`config.mk`:
```
export PLATFORM = sky130hd
export DESIGN_NAME = vigenere_stream_cipher
export DESIGN_NICKNAME = d
export VERILOG_FILES = /design/src/rtl/vigenere_stream_cipher.sv
export SDC_FILE = /design/constraint.sdc
export NUM_CORES = 1
export LEC_CHECK = 0
export ABC_AREA = 1
export CAP_MARGIN = 30
export CORE_ASPECT_RATIO = 0.5
export CORE_MARGIN = 2
export CORE_UTILIZATION = 30
export CTS_BUF_LIST = sky130_fd_sc_hd__clkbuf_8
export DETAILED_ROUTE_END_ITERATION = 7
export SYNTH_ARGS = -nofsm -noshare
export SYNTH_HDL_FRONTEND = slang
export SYNTH_SLANG_ARGS = --single-unit
export TNS_END_PERCENT = 5
```
`constraint.sdc`:
```
create_clock -name clk -period 9.2 [get_ports clk]
set_input_delay 2.76 -clock clk [delete_from_list [all_inputs] [get_ports clk]]
set_output_delay 2.76 -clock clk [all_outputs]
set_load 0.01 [all_outputs]
```
`src/rtl/vigenere_stream_cipher.sv`:
```
// Purpose: generic synchronous FIFO, no push/pop bypass, synchronous flush.
// Latency: a pushed entry is visible at pop_dat one edge after the push.
// Backpressure: push_rdy drops when full; pop only honoured while pop_vld.
module sync_fifo #(
    parameter int WIDTH = 8,
    parameter int DEPTH = 16,
    localparam int CW = $clog2(DEPTH + 1)
) (
    input  logic             clk,
    input  logic             rst_n,
    input  logic             clr,
    input  logic             push_vld,
    input  logic [WIDTH-1:0] push_dat,
    output logic             push_rdy,
    input  logic             pop_rdy,
    output logic             pop_vld,
    output logic [WIDTH-1:0] pop_dat,
    output logic [CW-1:0]    count
);
    localparam int AW = $clog2(DEPTH);

    logic [WIDTH-1:0] mem [DEPTH];
    logic [AW-1:0]    wr_ptr;
    logic [AW-1:0]    rd_ptr;
    logic             push;
    logic             pop;

    assign push_rdy = (count != CW'(DEPTH));
    assign pop_vld  = (count != '0);
    assign push     = push_vld && push_rdy && !clr;
    assign pop      = pop_rdy && pop_vld && !clr;
    assign pop_dat  = mem[rd_ptr];

    always_ff @(posedge clk or negedge rst_n) begin
        if (!rst_n) begin
            wr_ptr <= '0;
            rd_ptr <= '0;
            count  <= '0;
        end else if (clr) begin
            wr_ptr <= '0;
            rd_ptr <= '0;
            count  <= '0;
        end else begin
            if (push) wr_ptr <= wr_ptr + AW'(1);
            if (pop)  rd_ptr <= rd_ptr + AW'(1);
            count <= count + CW'(push) - CW'(pop);
        end
    end

    always_ff @(posedge clk) begin
        if (push) mem[wr_ptr] <= push_dat;
    end
endmodule

// Purpose: buffered Vigenere encrypt/decrypt of an ASCII char stream with a stored key.
// Latency: char pushed on edge N into an idle path is presented after edge N+1.
// Backpressure: out_ready stalls the output register, then the FIFO, then in_ready.
module vigenere_stream_cipher #(
    parameter int KEY_LEN    = 8,
    parameter int FIFO_DEPTH = 16,
    localparam int KW = $clog2(KEY_LEN + 1),
    localparam int FW = $clog2(FIFO_DEPTH + 1)
) (
    input  logic          clk,
    input  logic          reset,
    input  logic          key_wr,
    input  logic [7:0]    key_char,
    input  logic          key_done,
    input  logic          key_clear,
    input  logic          mode,
    input  logic          in_valid,
    input  logic [7:0]    in_char,
    output logic          in_ready,
    output logic          out_valid,
    output logic [7:0]    out_char,
    input  logic          out_ready,
    output logic          running,
    output logic [FW-1:0] fifo_count,
    output logic [KW-1:0] key_count,
    output logic          overflow
);
    typedef enum logic {KEY_ENTRY = 1'b0, RUN = 1'b1} state_t;

    state_t        state_q;
    state_t        state_d;
    logic [4:0]    key_shift [2**KW];
    logic [KW-1:0] idx_q;
    logic          key_wr_en;
    logic          fifo_push_rdy;
    logic          fifo_pop_vld;
    logic [7:0]    fifo_dat;
    logic          load;
    logic          is_letter;
    logic [7:0]    cipher_char;

    function automatic logic [4:0] letter_shift(input logic [7:0] c);
        logic [7:0] d;
        d = 8'h00;
        if (c >= 8'h41 && c <= 8'h5A)      d = c - 8'h41;
        else if (c >= 8'h61 && c <= 8'h7A) d = c - 8'h61;
        return d[4:0];
    endfunction

    always_ff @(posedge clk or negedge reset) begin
        if (!reset) state_q <= KEY_ENTRY;
        else        state_q <= state_d;
    end

    always_comb begin
        state_d = state_q;
        if (key_clear)                            state_d = KEY_ENTRY;
        else if (state_q == KEY_ENTRY && key_done) state_d = RUN;
    end

    always_comb begin
        running  = (state_q == RUN);
        in_ready = (state_q == RUN) && fifo_push_rdy;
    end

    assign key_wr_en = !key_clear && (state_q == KEY_ENTRY) && key_wr && (key_count < KW'(KEY_LEN));

    always_ff @(posedge clk or negedge reset) begin
        if (!reset)         key_count <= '0;
        else if (key_clear) key_count <= '0;
        else if (key_wr_en) key_count <= key_count + KW'(1);
    end

    always_ff @(posedge clk) begin
        if (key_wr_en) key_shift[key_count] <= letter_shift(key_char);
    end

    sync_fifo #(.WIDTH(8), .DEPTH(FIFO_DEPTH)) u_fifo (
        .clk      (clk),
        .rst_n    (reset),
        .clr      (key_clear),
        .push_vld (running && in_valid && !key_clear),
        .push_dat (in_char),
        .push_rdy (fifo_push_rdy),
        .pop_rdy  (load),
        .pop_vld  (fifo_pop_vld),
        .pop_dat  (fifo_dat),
        .count    (fifo_count)
    );

    assign load = fifo_pop_vld && (!out_valid || out_ready) && !key_clear;

    // Encrypt sum needs a sixth bit: p+k reaches 50 before the mod-26 fold.
    always_comb begin
        logic       is_up;
        logic [7:0] base;
        logic [7:0] off;
        logic [4:0] p;
        logic [4:0] k;
        logic [5:0] sum;
        logic [4:0] r;
        is_up     = (fifo_dat >= 8'h41 && fifo_dat <= 8'h5A);
        is_letter = is_up || (fifo_dat >= 8'h61 && fifo_dat <= 8'h7A);
        base      = is_up ? 8'h41 : 8'h61;
        off       = fifo_dat - base;
        p         = off[4:0];
        k         = (key_count != '0) ? key_shift[idx_q] : 5'd0;
        sum       = {1'b0, p} + {1'b0, k};
        r         = 5'd0;
        if (mode) r = (p >= k) ? (p - k) : (p - k + 5'd26);
        else      r = (sum >= 6'd26) ? 5'(sum - 6'd26) : sum[4:0];
        cipher_char = is_letter ? (base + {3'b000, r}) : fifo_dat;
    end

    always_ff @(posedge clk or negedge reset) begin
        if (!reset) begin
            idx_q <= '0;
        end else if (key_clear) begin
            idx_q <= '0;
        end else if (load && is_letter && key_count != '0) begin
            idx_q <= (idx_q == key_count - KW'(1)) ? '0 : idx_q + KW'(1);
        end
    end

    always_ff @(posedge clk or negedge reset) begin
        if (!reset) begin
            out_valid <= 1'b0;
            out_char  <= 8'h00;
        end else if (key_clear) begin
            out_valid <= 1'b0;
            out_char  <= 8'h00;
        end else if (load) begin
            out_valid <= 1'b1;
            out_char  <= cipher_char;
        end else if (out_ready) begin
            out_valid <= 1'b0;
        end
    end

    always_ff @(posedge clk or negedge reset) begin
        if (!reset)                                  overflow <= 1'b0;
        else if (key_clear)                          overflow <= 1'b0;
        else if (running && in_valid && !in_ready)   overflow <= 1'b1;
    end
endmodule
```
## Word level (Yosys, flattened, before mapping)

Memory sizes are Yosys's and may differ from the RTL's.
Cells that the tools add are included.

- ROM bits: 0
- Register bits: 32
- Output and inout port bits: 21
- Word-level logic and storage cells: 107
- Bits of input ports: 24
- Bits in writable memories: 208
- Memories: 2
- Bits in latches: 0

- Multipliers: 0
- Equal/unequal tests: 2
- Bitwise gates (word level): 1
- Div/mod/pow operators: 0
- $lt $le $gt $ge: 11
- Shifts and indexed selects: 0
- Reduce and logical (&&, ||, !) cells: 35
- $add $sub $neg: 15
- Muxes and demuxes: 32

Memory list:

| name | depth | width | rd ports | clocked after memory_dff | write ports | RTL line | source |
|---|---|---|---|---|---|---|---|
| u_fifo.mem | 16 | 8 | 1 | 0 | 1 | 22 | `logic [WIDTH-1:0] mem [DEPTH];` |
| key_shift | 16 | 5 | 1 | 0 | 1 | 86 | `logic [4:0] key_shift [2**KW];` |

Operator list:

| operator | number |
|---|---|
| 5-bit two-way mux | 8 |
| 4-bit two-way mux | 9 |
| 8-bit by 7-bit >= comparator with 1-bit output (second input constant) | 4 |
| 8-bit by 7-bit <= comparator with 1-bit output (second input constant) | 4 |
| 8-bit two-way mux | 3 |
| 1-bit logical AND | 20 |
| 4-bit by 1-bit adder with 4-bit output (second input constant) | 4 |
| 2-bit nonzero test | 7 |
| 1-bit two-way mux | 11 |
| 5-bit by 1-bit subtractor with 5-bit output (second input constant) | 2 |
| 5-bit subtractor | 2 |
| 7-bit by 5-bit adder with 8-bit output | 1 |
| 5-bit by 5-bit adder with 6-bit output | 1 |
| 6-bit by 5-bit >= comparator with 1-bit output (second input constant) | 1 |
| 6-bit two-way mux | 1 |
| 5-bit by 1-bit adder with 5-bit output | 1 |
| 5-bit adder (second input constant) | 1 |
| 5-bit >= comparator | 1 |
| 5-bit inequality test (second input constant) | 1 |
| 5-bit nonzero test | 1 |
| 5-bit by 1-bit subtractor with 5-bit output | 1 |
| 5-bit subtractor (second input constant) | 1 |
| 4-bit equality test | 1 |
| 4-bit less-than comparator (second input constant) | 1 |
| 6 further kinds | 9 |

## Depth between registers and ports, before layout

Gate-level depths: netlist of the first run.
An unclocked memory read counts as a cell.

- Depth after elaboration: 13
- Depth in mapped cells: 33
- Mapped depth without buffers: 30

## By module

A second synthesis of the first run with hierarchy kept.

- Cells, all modules: 1206
- Area total of the unflattened synthesis: 11810.1 µm²

Modules (own cells, without submodules):

| module | times used | area each (µm²) | sequential area each (µm²) | cells each |
|---|---|---|---|---|
| sync_fifo | 1 | 6404.9 | 4169.0 | 639 |
| vigenere_stream_cipher | 1 | 5405.2 | 2877.8 | 567 |

## Worst setup path after synthesis of the first run

Ideal clock, no wire load.

- Path type: input to register
- Start point: input out_ready
- End point: register u_fifo.count[4]
- Library setup time: 0.132 ns
- Path slack: 4.538 ns
- Required time: 9.068 ns
- Stages on the path: 12
- Buffers on the path: 1
- Arrival: 4.530 ns
- Path through: o22ai_1 nor2_1 clkbuf_1 ha_1 inv_1 ha_1 fa_1 nand2_1 a21oi_1 nor2_1 xor2_1 nor2_1

- Longest elaborated chain between the ends: 7

RTL lines:

| item | RTL line | source |
|---|---|---|
| start, declared | 76 | `input logic out_ready,` |
| 1-bit logical OR | 145 | `assign load = fifo_pop_vld && (!out_valid \|\| out_ready) && !key_clear;` |
| 1-bit logical AND (2 in a row) | 145 |  |
| 1-bit logical AND (2 in a row) | 31 | `assign pop = pop_rdy && pop_vld && !clr;` |
| 5-bit by 1-bit subtractor with 5-bit output | 46 | `count <= count + CW'(push) - CW'(pop);` |
| 5-bit two-way mux | 39 | `end else if (clr) begin` |
| end signal, assigned | 46 |  |
| end, declared | 18 | `output logic [CW-1:0] count` |

Every way passes these cells.
A chain may end at the register's enable or synchronous reset.

## Final worst setup path of the first run

- Start point: input key_clear
- End point: register u_fifo.count[4]

- Longest elaborated chain between the ends: 7
- Elaborated cells on any way between the ends: 10
- Those cells by class: 2 x add/sub; 1 x mux; 7 x reduce/logical

RTL lines:

| item | RTL line | source |
|---|---|---|
| start, declared | 69 | `input logic key_clear,` |
| 1-bit logical NOT | - |  |
| 1-bit logical AND | 136 | `.push_vld (running && in_valid && !key_clear),` |
| 1-bit logical AND (2 in a row) | 30 | `assign push = push_vld && push_rdy && !clr;` |
| 5-bit by 1-bit adder with 5-bit output | 46 |  |
| 5-bit by 1-bit subtractor with 5-bit output | 46 |  |
| 5-bit two-way mux * | 39 |  |

Mark *: on every way between the ends. The rest lies on a longest branch, timed or not.

==> results of run 1 <==
placed cells by master (no fill, tap or decap), types with 26 or more instances in the layout:
master,instances
ha_1,36
inv_1,107
clkdlybuf4s50_1,44
conb_1,40
nor2_1,163
nand3_1,75
clkbuf_8,42
o21ai_0,69
a21oi_1,26
dfrtp_1,31
nand2_1,268
edfxtp_1,208
flip-flops by register name, indices dropped and copies added, names as in the netlist:
signal	cells
key_shift	80
u_fifo.wr_ptr	4
overflow	1
key_count	4
out_valid	1
running	1
u_fifo.rd_ptr	4
out_char	8
u_fifo.mem	128
u_fifo.count	5
idx_q	4
how the worst max path moves through the flow:
stage | to | from | cells after the start
floorplan | u_fifo.count[4] | out_ready | 12
global placement | u_fifo.count[4] | key_clear | 11
detailed placement | u_fifo.count[4] | key_clear | 11
CTS | u_fifo.count[4] | key_clear | 11
global route | out_char[4] | u_fifo.rd_ptr[0] | 29
finish | u_fifo.count[4] | key_clear | 11
logic make-up (layout without fill, tap and decap cells):
logic type	count (synthesis)	count (layout)
buf+inv	137	213
simple gates	547	547
flops	240	240
xor+xnor	20	20
compound gates	149	149
other cells	1	41
fa+ha+maj	39	39
worst max-delay path, delay by kind of cell:
kind | cells | cell delay, ns
buf+inv | 2 | 0.75
xor+xnor | 1 | 0.16
simple gates | 4 | 0.99
compound gates | 1 | 0.06
fa+ha+maj | 3 | 0.85
power groups by stage:
stage | Sequential (W) | Combinational (W) | Clock (W)
after floorplan | 0.00129 | 0.00129 | 0
after global placement | 0.00131 | 0.00162 | 0
after detailed placement | 0.00131 | 0.00163 | 0
after CTS | 0.00129 | 0.00164 | 0.000887
after global routing | 0.00129 | 0.00187 | 0.000939
final | 0.00128 | 0.00163 | 0.000871
per-stage QoR:
| stage | setup slack, ns | power [W] | cells |
|---|---|---|---|
| after floorplan | 4.54 | 0.00258 | 1172 |
| after global placement | 3.53 | 0.00293 | 1699 |
| after detailed placement | 3.50 | 0.00294 | 1699 |
| after CTS | 4.07 | 0.00381 | 1767 |
| after global routing | 3.61 | 0.00410 | 1769 |
| final | 4.06 | 0.00379 | 1769 |
layout make-up:
class	count	share of cell area
Antenna cell	1	0.000189
Tap cell	520	0.0491
Inverter	95	0.0275
Clock inverter	26	0.0104
Multi-Input combinational cell	795	0.301
Timing Repair Buffer	50	0.0364
Sequential cell	240	0.532
Clock buffer	42	0.0436
synth_stat cells, types with 3 or more instances:
library cell,instances
a21oi_1,26
buf_2,9
buf_4,3
buf_6,9
clkbuf_1,18
dfrtp_1,32
edfxtp_1,208
fa_1,3
ha_1,36
inv_1,88
inv_2,4
nand2_1,268
nand2_2,10
nand2_4,3
nand3_1,75
nand3b_1,3
nand4_1,5
nor2_1,163
nor2_2,3
nor3_1,10
o211ai_1,14
o21ai_0,69
o21ai_1,6
o21bai_1,3
o221ai_1,11
o22ai_1,11
xnor2_1,6
xor2_1,14
per-layer routing:
metal	up-vias	GRT usage
met5	-	0
met4	0	0.0442
met3	42	0.0263
met2	181	0.228
met1	3842	0.173
li1	3974	-
==> impl_metrics.ini, run 1 <==
[routing]
drt-vias-per-instance = 4.54
wl_per_cell_microns = 15.0
routed_wl_mm = 26.5
drtIter0Drc = 633
drt-met1-wl_mm = 12.1
first_pass_iters = 5
wl_met3_mm = 1.42
vias = 8039
met2WireLength_mm = 12.4
highest_layer = met4
drc_errors = 0
ant_nets = 0

[hold_path]
hold_path_depth = 2
holdPathEnd = overflow
hp-start = overflow
hold_class = flip-flop to flip-flop

[yosys]
yosysTopAreaCellShare = 0.541
synth_fa_ha_area_frac = 0.0442
synth_edf_count = 208
synth_compound_area_frac = 0.0752
ys_types = 47
muxShareOfSynthArea = 0
synth_top_family_by_area = simple AND/OR/NAND/NOR gates
avgSynthCellArea_sq_um = 10.2
synth-seq-cells = 240
synth_area_leaders = edfxtp_1, nand2_1, dfrtp_1
synth_ff_type = edfxtp_1
synth.cell_area_sq_um = 11500
async_reset_ff_frac = 0.133
yosysWarningCount = 0
synthCells = 1133
synth-simple-area-share = 0.199
yosysSeqAreaShare = 0.610
synthXorXnorAreaFrac = 0.0152
yosysTopAreaCell = edfxtp_1

[sta]
maxSlewHeadroom = 0.345
max_freq_ghz = 0.195
setup_viol = 0
finalCritPeriodShare = 0.558
worst_pin_slew_ns = 0.975
finalMaxSlewViolations = 0
final_hold_viol_count = 0
fin_setup_tns_ns = 0
rsz0062_at_grt = no
min_period_ns = 5.14
fin_skew_ns = 0.0218
holdWs_ns = 0.501

[clocking]
cts-root-buf = clkbuf_8
clock_sinks = 240
cts.hold.buffers_added = 0
h-tree-depth = 2
cts_inserted_buffers = 38
ctsResizeCount = 0
clock_latency_ns = 0.56
post_cts_buffers = 0
clk_pin_slew_ns = 0.06
clockBufferDepth = 3
cts_tree = done

[global_routing]
grt_pass1_vias = 7751
grt_max_degree = 73
grt_pass1_wl_mm = 41.6
antenna_found_initial = 1
grt_usage = 0.134
grt_overflow = 0

[floorplanning]
num_io_pins = 45
die_height_microns = 143
rows = 50
start_util = 0.307
fp.dieW_microns = 281
die_area_sq_um = 40200
core-area_sq_um = 37700

[worst_setup_path]
crit_path_max_incr_delay_ns = 0.74
path_cells = clkdlybuf4s50_1 > nor2_1 > ha_1 > inv_1 > ha_1 > fa_1 > nand2_1 > a21oi_1 > nor2_1 > xor2_1 > nor2_1
critical_path_required_ns = 9.61
crit_slowest_cell = nor2_1
arrival_ns = 5.55
r2r_cells = 28
startpoint_type = input pin
critPathMaxFanout = 14
crit_top_cell = nor2_1
r2r_slack_ns = 4.11
worstSetupPathType = input pin to flip-flop
worstReg2RegStart = u_fifo.rd_ptr[0]
worstSetupEndpointType = flip-flop
r2r-end = out_char[4]

[final_layout]
drive_above_1_share = 0.0673
area_delta_synth_final_pct = 14.8
fin_area_sq_um = 13300
nNetsFinal = 1283
final_util = 0.352
nFillCells = 3896
regArea_sq_um = 7050
multi_input_area_sq_um = 4000

[power]
p_sw_w = 0.00154
p_leak_nw = 5.26
seqPwrFrac = 0.339
p_comb_frac = 0.431
peakVddDrop_mv = 0.128
clockPowerShare = 0.230
p_int_w = 0.00225
switching_share = 0.406
p_per_area_nw_per_um2 = 286

[job]
cap_violations = 0

[place]
dp_hpwl_mm = 17.2
numPortBuffers = 44
dpl_cell_area_sq_um = 12500
gp_congestion = 0.817

[status]
status = finished, final reports clean
(Power assumes the default switching activity.)
==> run 2: changes to the inputs <==
==> constraint.sdc (replaced) <==
create_clock -name clk -period 4.7 [get_ports clk]
set_input_delay 1.41 -clock clk [delete_from_list [all_inputs] [get_ports clk]]
set_output_delay 1.41 -clock clk [all_outputs]
set_load 0.01 [all_outputs]
==> run 2 against run 1 <==
Effect of this change: register-to-register slack lost 3.6 ns; non-clock buffer count grew 27; critical path depth grew 17; sequential power grew 95%; power grew 93%; highest routed layer unchanged.
==> impl_metrics.ini, run 2 (synthesis results as in run 1) <==
[status]
status = finished, final reports clean

[floorplanning]
die_height_microns = 143
num_io_pins = 45
core-area_sq_um = 37700
rows = 50
fp.dieW_microns = 281
die_area_sq_um = 40200
start_util = 0.307

[sta]
min_period_ns = 4.17
fin_skew_ns = 0.0302
finalMaxSlewViolations = 0
finalCritPeriodShare = 0.887
max_freq_ghz = 0.240
final_hold_viol_count = 0
rsz0062_at_grt = no
setup_viol = 0
worst_pin_slew_ns = 0.904
fin_setup_tns_ns = 0
maxSlewHeadroom = 0.392

[final_layout]
final_common_cell = nand2_1
multi_input_area_sq_um = 4000
reg_top3 = u_fifo.mem x128, key_shift x80, out_char x8
nFillCells = 3839
regArea_sq_um = 7050
largest_reg_flops = 128
area_delta_synth_final_pct = 15.8
most-common-layout-cells = nand2_1, edfxtp_1, nor2_1
drive_above_1_share = 0.0852
nNetsFinal = 1308
instances_no_fill = 1789
regMostFlops = u_fifo.mem
final_util = 0.355

[power]
seqPwrFrac = 0.342
peakVddDrop_mv = 0.321
p_per_area_nw_per_um2 = 546
p_leak_nw = 5.31
p_sw_w = 0.00300
p_comb_frac = 0.450
power_w = 0.00730
clockPowerShare = 0.208
p_int_w = 0.00430
switching_share = 0.411

[routing]
ant_nets = 0
vias = 8033
drc_errors = 0
wl_per_cell_microns = 14.6
drt-vias-per-instance = 4.49
drtIter0Drc = 495
routed_wl_mm = 26.1
first_pass_iters = 6

[worst_setup_path]
critPathMaxFanout = 25
critical_path_required_ns = 5.15
arrival_ns = 4.62
startpoint_type = flip-flop
worstSetupEndpointType = flip-flop
crit_path_max_incr_delay_ns = 0.47
crit_top_cell = nand2_1
worstSetupPathType = flip-flop to flip-flop
crit_slowest_cell = dfrtp_2

[hold_path]
hold_class = flip-flop to flip-flop

[clocking]
clock_sinks = 240
clk_pin_slew_ns = 0.06
clockBufferDepth = 3
cts_tree = done
clock_latency_ns = 0.56
cts_inserted_buffers = 36
cts-root-buf = clkbuf_8
h-tree-depth = 2

[global_routing]
antenna_found_initial = 1
grt_pass1_vias = 7706
grt_usage = 0.133
grt_overflow = 0
grt_max_degree = 49
grt_pass1_wl_mm = 41.4

[place]
dp_cells = 1727
dp_hpwl_mm = 17.1
numPortBuffers = 44
gp_congestion = 0.797

[job]
cap_violations = 0
-- run 2: worst paths after layout --
check / startpoint / to / slack (ns) / depth (start not counted)
max in group asynchronous: reset / u_fifo.rd_ptr[1] / 3.11 / 2
min in group asynchronous: reset / out_valid / 1.26 / 2
setup / recovery: u_fifo.rd_ptr[0] / out_char[6] / 0.53 / 28
setup reg to reg: u_fifo.rd_ptr[0] / out_char[6] / 0.53 / 28
hold / removal: out_char[3] / out_char[3] / 0.48 / 2
hold reg to reg: out_char[3] / out_char[3] / 0.48 / 2
-- run 2: power by group through the flow --
stage          Combinational, W  Clock (W)  Sequential [W]
2_1_floorplan           0.00252          0         0.00253
3_3_place_gp            0.00326          0         0.00254
3_5_place_dp            0.00326          0         0.00254
4_1_cts                 0.00328    0.00156         0.00250
5_1_grt                 0.00377    0.00166         0.00251
6_report                0.00328    0.00152         0.00250
-- run 2: what timing repair did --
action | 4_1_cts | 5_1_grt
setup endpoints to repair | 0 | 2
hold buffers | 0 | 0
gates resized for setup | 0 | 5
buffers inserted | 0 | 0
-- run 2: cell type report --
cell class,count,share of cell area
Sequential cell,240,0.527
Multi-Input combinational cell,795,0.299
Timing Repair Buffer,77,0.0524
Tap cell,520,0.0486
Clock buffer,36,0.0370
Inverter,95,0.0274
Clock inverter,25,0.00804
Antenna cell,1,0.000187
-- run 2: through the flow --
stage | area (sq um) | hold WS (ns) | setup WS, ns
after CTS | 13400 | 0.486 | 0.481
after detailed placement | 12800 | 0.471 | 0.515
final | 13400 | 0.485 | 0.531
after floorplan | 11700 | 0.515 | 0.968
after global placement | 12800 | 0.466 | 0.585
after global routing | 13400 | 0.521 | 0.0329
-- run 2: per-layer routing --
layer  wire length (microns)  track usage
met1                   12300        0.176
met2                   12000        0.216
met3                    1110       0.0286
met4                     640       0.0445
met5                       0            0
-- run 2: worst max-delay path, delay by kind of cell, from the launching register on --
family          cells  cell delay, ns
flops               1            0.47
simple gates       19            1.82
compound gates      2            0.20
fa+ha+maj           3            0.78
xor+xnor            1            0.27
buf+inv             3            0.53
